`src/rtl/rv_core_pkg.sv`:
```
// Shared core parameters and types for the integer register file.
package rv_core_pkg;

    localparam int unsigned XLEN = 32;
    localparam int unsigned NREG = 32;
    localparam int unsigned AW   = 5;

    typedef logic [AW-1:0]   reg_addr_t;
    typedef logic [XLEN-1:0] xword_t;

    localparam reg_addr_t REG_ZERO = '0;

endpackage

```
`src/rtl/wr_decode32.sv`:
```
// 5-to-32 one-hot write-enable decoder; bit i = (addr == i) & en.
module wr_decode32
    import rv_core_pkg::*;
(
    input  logic [AW-1:0]   addr,
    input  logic            en,
    output logic [NREG-1:0] mask
);

    always_comb begin
        mask = '0;
        for (int i = 0; i < NREG; i++) begin
            mask[i] = (addr == reg_addr_t'(i)) & en;
        end
    end

endmodule

```
`src/rtl/regfile_wb_bank.sv`:
```
// 32x32 register file with a one-cycle staged write port and two bypassing read ports.
module regfile_wb_bank #(
    parameter int unsigned XLEN = rv_core_pkg::XLEN,
    parameter int unsigned NREG = rv_core_pkg::NREG,
    parameter int unsigned AW   = rv_core_pkg::AW
) (
    input  logic            clk,
    input  logic            rst,
    input  logic            wb_we,
    input  logic [AW-1:0]   wb_rd,
    input  logic [XLEN-1:0] wb_data,
    input  logic [AW-1:0]   rs1_addr,
    input  logic [AW-1:0]   rs2_addr,
    output logic [XLEN-1:0] rs1_data,
    output logic [XLEN-1:0] rs2_data,
    output logic            wr_pending
);

    logic            st_valid_d, st_valid_q;
    logic [AW-1:0]   st_rd_q;
    logic [XLEN-1:0] st_data_q;
    logic [NREG-1:0] we_mask;
    logic [XLEN-1:0] regs_q [NREG];

    // x0 writes are dropped here so the stage never targets x0.
    assign st_valid_d = wb_we && (wb_rd != rv_core_pkg::REG_ZERO);

    always_ff @(posedge clk) begin
        if (rst) begin
            st_valid_q <= 1'b0;
            st_rd_q    <= '0;
            st_data_q  <= '0;
        end else begin
            st_valid_q <= st_valid_d;
            st_rd_q    <= wb_rd;
            st_data_q  <= wb_data;
        end
    end

    wr_decode32 u_wr_decode32 (
        .addr (st_rd_q),
        .en   (st_valid_q),
        .mask (we_mask)
    );

    // Entry 0 exists but its enable can never be set.
    always_ff @(posedge clk) begin
        if (rst) begin
            for (int i = 0; i < NREG; i++) begin
                regs_q[i] <= '0;
            end
        end else begin
            for (int i = 0; i < NREG; i++) begin
                if (we_mask[i]) begin
                    regs_q[i] <= st_data_q;
                end
            end
        end
    end

    function automatic logic [XLEN-1:0] read_port(
        input logic [AW-1:0]   addr,
        input logic [XLEN-1:0] arr_word,
        input logic            st_valid,
        input logic [AW-1:0]   st_rd,
        input logic [XLEN-1:0] st_data
    );
        if (addr == rv_core_pkg::REG_ZERO) begin
            return '0;
        end else if (st_valid && (addr == st_rd)) begin
            return st_data;
        end else begin
            return arr_word;
        end
    endfunction

    assign rs1_data   = read_port(rs1_addr, regs_q[rs1_addr], st_valid_q, st_rd_q, st_data_q);
    assign rs2_data   = read_port(rs2_addr, regs_q[rs2_addr], st_valid_q, st_rd_q, st_data_q);
    assign wr_pending = st_valid_q;

endmodule

```
`config.mk`:
```
export PLATFORM = sky130hd
export DESIGN_NAME = regfile_wb_bank
export DESIGN_NICKNAME = d
export VERILOG_FILES = /design/src/rtl/rv_core_pkg.sv /design/src/rtl/wr_decode32.sv /design/src/rtl/regfile_wb_bank.sv
export SDC_FILE = /design/constraint.sdc
export NUM_CORES = 2
export LEC_CHECK = 0
export ABC_AREA = 1
export BUFFER_PORTS_ARGS = -buffer_cell sky130_fd_sc_hd__buf_2
export CAP_MARGIN = 20
export CELL_PAD_IN_SITES_DETAIL_PLACEMENT = 1
export CELL_PAD_IN_SITES_GLOBAL_PLACEMENT = 1
export CORE_UTILIZATION = 53
export CTS_BUF_LIST = sky130_fd_sc_hd__clkbuf_8
export CTS_CLUSTER_DIAMETER = 40
export DETAILED_ROUTE_END_ITERATION = 16
export PLACE_DENSITY_LB_ADDON = 0.1
export SYNTH_ARGS = -nofsm -noshare
export SYNTH_HDL_FRONTEND = slang
export SYNTH_SLANG_ARGS = --single-unit
```
`constraint.sdc`:
```
create_clock -name clk -period 5.3 [get_ports clk]
set_input_delay 0.53 -clock clk [delete_from_list [all_inputs] [get_ports clk]]
set_output_delay 0.53 -clock clk [all_outputs]
set_load 0.005 [all_outputs]
```
==> flow_summary.toml <==
[run_status]
result_of_the_run = "finished, final reports clean"

[sta]
timing.final.max_slew_violations = 0
layout_setup_ws_ns = 0.978
setup_viol_count_final = 0
timing.fmax_mhz = 231
setup_repair_after_global_routing_missed_its_margin = "no"
relSlewSlack_pct = 19.0
final-hold-violation-count = 0
fin_setup_tns_ns = 0
fin_skew_ns = 0.0505
final.min_clock_period_ns = 4.32
timing_worst_slew_pin_value_ns = 1.21
timing.hold.ws_ns = 0.307
final_period_utilization_pct = 81.6

[yosys]
synth_common_cells = "sky130_fd_sc_hd__nand2_1 (1961), sky130_fd_sc_hd__nand3_1 (1610), sky130_fd_sc_hd__inv_1 (1032), sky130_fd_sc_hd__edfxtp_1 (1024), sky130_fd_sc_hd__nor2_1 (847)"
yosysTopAreaCellShare_pct = 52.0
yosysMostFrequentCell = "sky130_fd_sc_hd__nand2_1"
mappedNetlistArea_um2 = 59100
asyncSetResetFlopFracSynth_pct = 0
synth_nets = 7561
dominantRegCellSynth = "sky130_fd_sc_hd__edfxtp_1"
synth_warnings = 0
synth-seq-area-share_pct = 53.3
synthCells = 7511
synth_area_leader_cell = "sky130_fd_sc_hd__edfxtp_1"
yosysUniqueCellTypes = 26
synth_top_cells_by_area = "sky130_fd_sc_hd__edfxtp_1 (52%), sky130_fd_sc_hd__nand3_1 (14%), sky130_fd_sc_hd__nand2_1 (12%)"
avgSynthCellArea_um2 = 7.87
synth-seq-cells = 1062
synth-edff-count = 1024

[routing]
drtIter0Drc = 7634
via_per_inst = 6.32
detail_route.drc_violations = 0
detailroute.via_count = 57400
drt_pass1_iterations = 6
wire_per_inst_um = 28.0
drtAntennaViolNets = 0
route.final.wire_length_um = 254000

[place]
dpl_cell_area_um2 = 60700
number_of_port_buffers = 114
place_congestion = 0.878
hpwl_um = 142000
place_ws_ns = 1.26

[floorplan]
die_height_um = 336
initial_core_util_pct = 53.4
floorplan.die_area_um2 = 113000
floorplan.die.width_um = 336
rows = 122
num_io_pins = 115
floorplan.core_area_um2 = 111000

[global_route]
antenna_violations_before_repair = 15
via_count_of_the_first_global_routing_pass = 57700
maximum_number_of_pins_on_one_net_before_global_route_repair = 172
grt_first_pass_wirelength_um = 368000
gr-usage-all-layers_pct = 44.4
overflow = 0

[clocking]
worst_setup_hold_path_clk_slew_ns = 0.06
postCtsSetupRepairBufs = 0
cts_max_path_buffers = 3
cts.root.buffer_cell = "sky130_fd_sc_hd__clkbuf_8"
clock_sinks = 1062
cts_htree_levels = 4
number_of_buffers_inserted_during_clock_tree_synthesis = 192
worst_skew_late_latency_ns = 0.93
post_cts.resized_instances = 0
clock_tree_from_tritoncts = "done"

[setup_path]
critPathMaxFanout = 22
start_kind = "flop"
worst_setup_path_endpoint = "rs2_data[4]"
criticalPathCategory = "reg2out"
worstRegToRegCells = 7
startpoint_of_the_lowest_slack_register_to_register_path = "wr_pending"
crit_arrival_ns = 3.79
critical_path_capture_point_type = "output pin"
regToRegSetupSlack_ns = 1.87
cp-startpoint = "st_rd_q[3]"
timing.rr.end = "regs_q[5][0]"
cp.required_ns = 4.77

[cells_and_area]
postLayoutCellArea_um2 = 64800
layout-area-overhead-vs-synth_pct = 9.68
final.fill_count = 13600
final_net_count = 7491
layout-drive-gt1-share_pct = 7.56

[hold_path]
hold_path_class = "in2reg"
timing.hold.worst_path_depth = 3
hold_path_startpoint = "rst"

[power_and_ir_drop]
vdd_ir_drop_max_mv = 0.202
power.static_leakage_uw = 0.0286
power_density_nw_per_um2 = 315

[flow_run]
cap_viol_max_count = 0
cell families (layout without fill, tap and decap cells):
group,Yosys count,after routing,synth area share (%)
xor+xnor,4,4,0.0593
buf+inv,1626,1708,11.0
flops,1062,1062,53.3
other cells,0,9,0
simple gates,4449,4449,31.8
compound gates,370,370,3.83
registers in the layout (all words and copies together), names as in the netlist:
| name | count |
|---|---|
| st_rd_q | 5 |
| wr_pending | 1 |
| regs_q | 1024 |
| st_data_q | 32 |
stage by stage:
step	total power, µW	cells	util [%]
floorplan	11500	7511	-
global placement	12500	8693	54.8
detailed placement	12600	8696	54.8
CTS	20200	9081	58.6
global route	20900	9084	58.6
finish	20400	9090	58.6
how the worst min path moves through the flow:
stage                    endpoint  slack, ns
CTS                  st_data_q[3]       0.26
detailed placement  regs_q[7][28]       0.61
global placement    regs_q[7][12]       0.61
global route         st_data_q[9]       0.28
finish               st_data_q[3]       0.31
floorplan            regs_q[7][0]       0.55
power breakdown:
part           internal [µW]  switching [µW]  total [µW]
clock                   4100            3680        7790
sequential              9530             128        9660
combinational            729            2230        2960
total                  14400            6050       20400
metal layers:
metal | vias up | global-route usage [%] | share of wire (%)
met5 | - | 0 | 0.028
met4 | 12 | 28.5 | 7.0
met3 | 1069 | 10.7 | 13
met2 | 4177 | 68.0 | 44
met1 | 28000 | 56.6 | 36
li1 | 24200 | - | -
placed cells by master, fill, tap and decap left out:
| master | n |
|---|---|
| sky130_fd_sc_hd__nand2_1 | 1940 |
| sky130_fd_sc_hd__nand3_1 | 1607 |
| sky130_fd_sc_hd__inv_1 | 1097 |
| sky130_fd_sc_hd__edfxtp_1 | 1024 |
| sky130_fd_sc_hd__nor2_1 | 847 |
| sky130_fd_sc_hd__clkbuf_8 | 210 |
| sky130_fd_sc_hd__o211ai_1 | 160 |
| sky130_fd_sc_hd__buf_4 | 120 |
| sky130_fd_sc_hd__buf_2 | 105 |
| sky130_fd_sc_hd__o21ai_0 | 101 |
| sky130_fd_sc_hd__a21oi_1 | 88 |
| sky130_fd_sc_hd__clkinv_1 | 63 |
| sky130_fd_sc_hd__dlygate4sd3_1 | 39 |
| sky130_fd_sc_hd__dfxtp_1 | 38 |
| sky130_fd_sc_hd__or2_2 | 24 |
| sky130_fd_sc_hd__buf_12 | 22 |
| sky130_fd_sc_hd__nand2_2 | 19 |
| sky130_fd_sc_hd__clkinv_2 | 17 |
| sky130_fd_sc_hd__o21ai_4 | 13 |
| sky130_fd_sc_hd__bufinv_16 | 10 |
| sky130_fd_sc_hd__diode_2 | 9 |
| sky130_fd_sc_hd__clkinvlp_4 | 6 |
| sky130_fd_sc_hd__inv_2 | 5 |
| sky130_fd_sc_hd__inv_8 | 4 |
| sky130_fd_sc_hd__xor2_1 | 4 |
| sky130_fd_sc_hd__o22ai_1 | 4 |
| sky130_fd_sc_hd__nand3_2 | 4 |
| sky130_fd_sc_hd__buf_8 | 4 |
| sky130_fd_sc_hd__inv_6 | 3 |
| sky130_fd_sc_hd__nor3_1 | 3 |
| sky130_fd_sc_hd__o21ai_1 | 3 |
| sky130_fd_sc_hd__nand2_4 | 2 |
| sky130_fd_sc_hd__buf_6 | 2 |
| sky130_fd_sc_hd__nor2_4 | 1 |
| sky130_fd_sc_hd__nor2_2 | 1 |
| sky130_fd_sc_hd__nand4_2 | 1 |
| sky130_fd_sc_hd__o311ai_0 | 1 |
| sky130_fd_sc_hd__clkinv_4 | 1 |
what timing repair did:
action | CTS | global route
endpoints found under the hold margin | 38 | 0
hold buffers | 39 | 0
endpoints found under the setup margin | 0 | 0
worst max-delay path, stage by stage, from the launching register on:
cell	delay, ns
sky130_fd_sc_hd__dfxtp_1	0.63
sky130_fd_sc_hd__o22ai_1	0.17
sky130_fd_sc_hd__nor3_1	0.24
sky130_fd_sc_hd__nand3_2	0.78
sky130_fd_sc_hd__buf_4	0.53
sky130_fd_sc_hd__o21ai_0	0.23
sky130_fd_sc_hd__a21oi_1	0.11
sky130_fd_sc_hd__buf_2	0.17
area by class of cell:
type	count	area, µm²	area share, %
Timing Repair Buffer	292	2340	3.61
Multi-Input combinational cell	4823	21300	32.9
Sequential cell	1062	31500	48.6
Inverter	1070	4060	6.26
Clock buffer	210	2890	4.46
Antenna cell	9	22.5	0.0347
Tap cell	1488	1860	2.87
Clock inverter	136	827	1.28
Power figures use the tool's default switching activity.
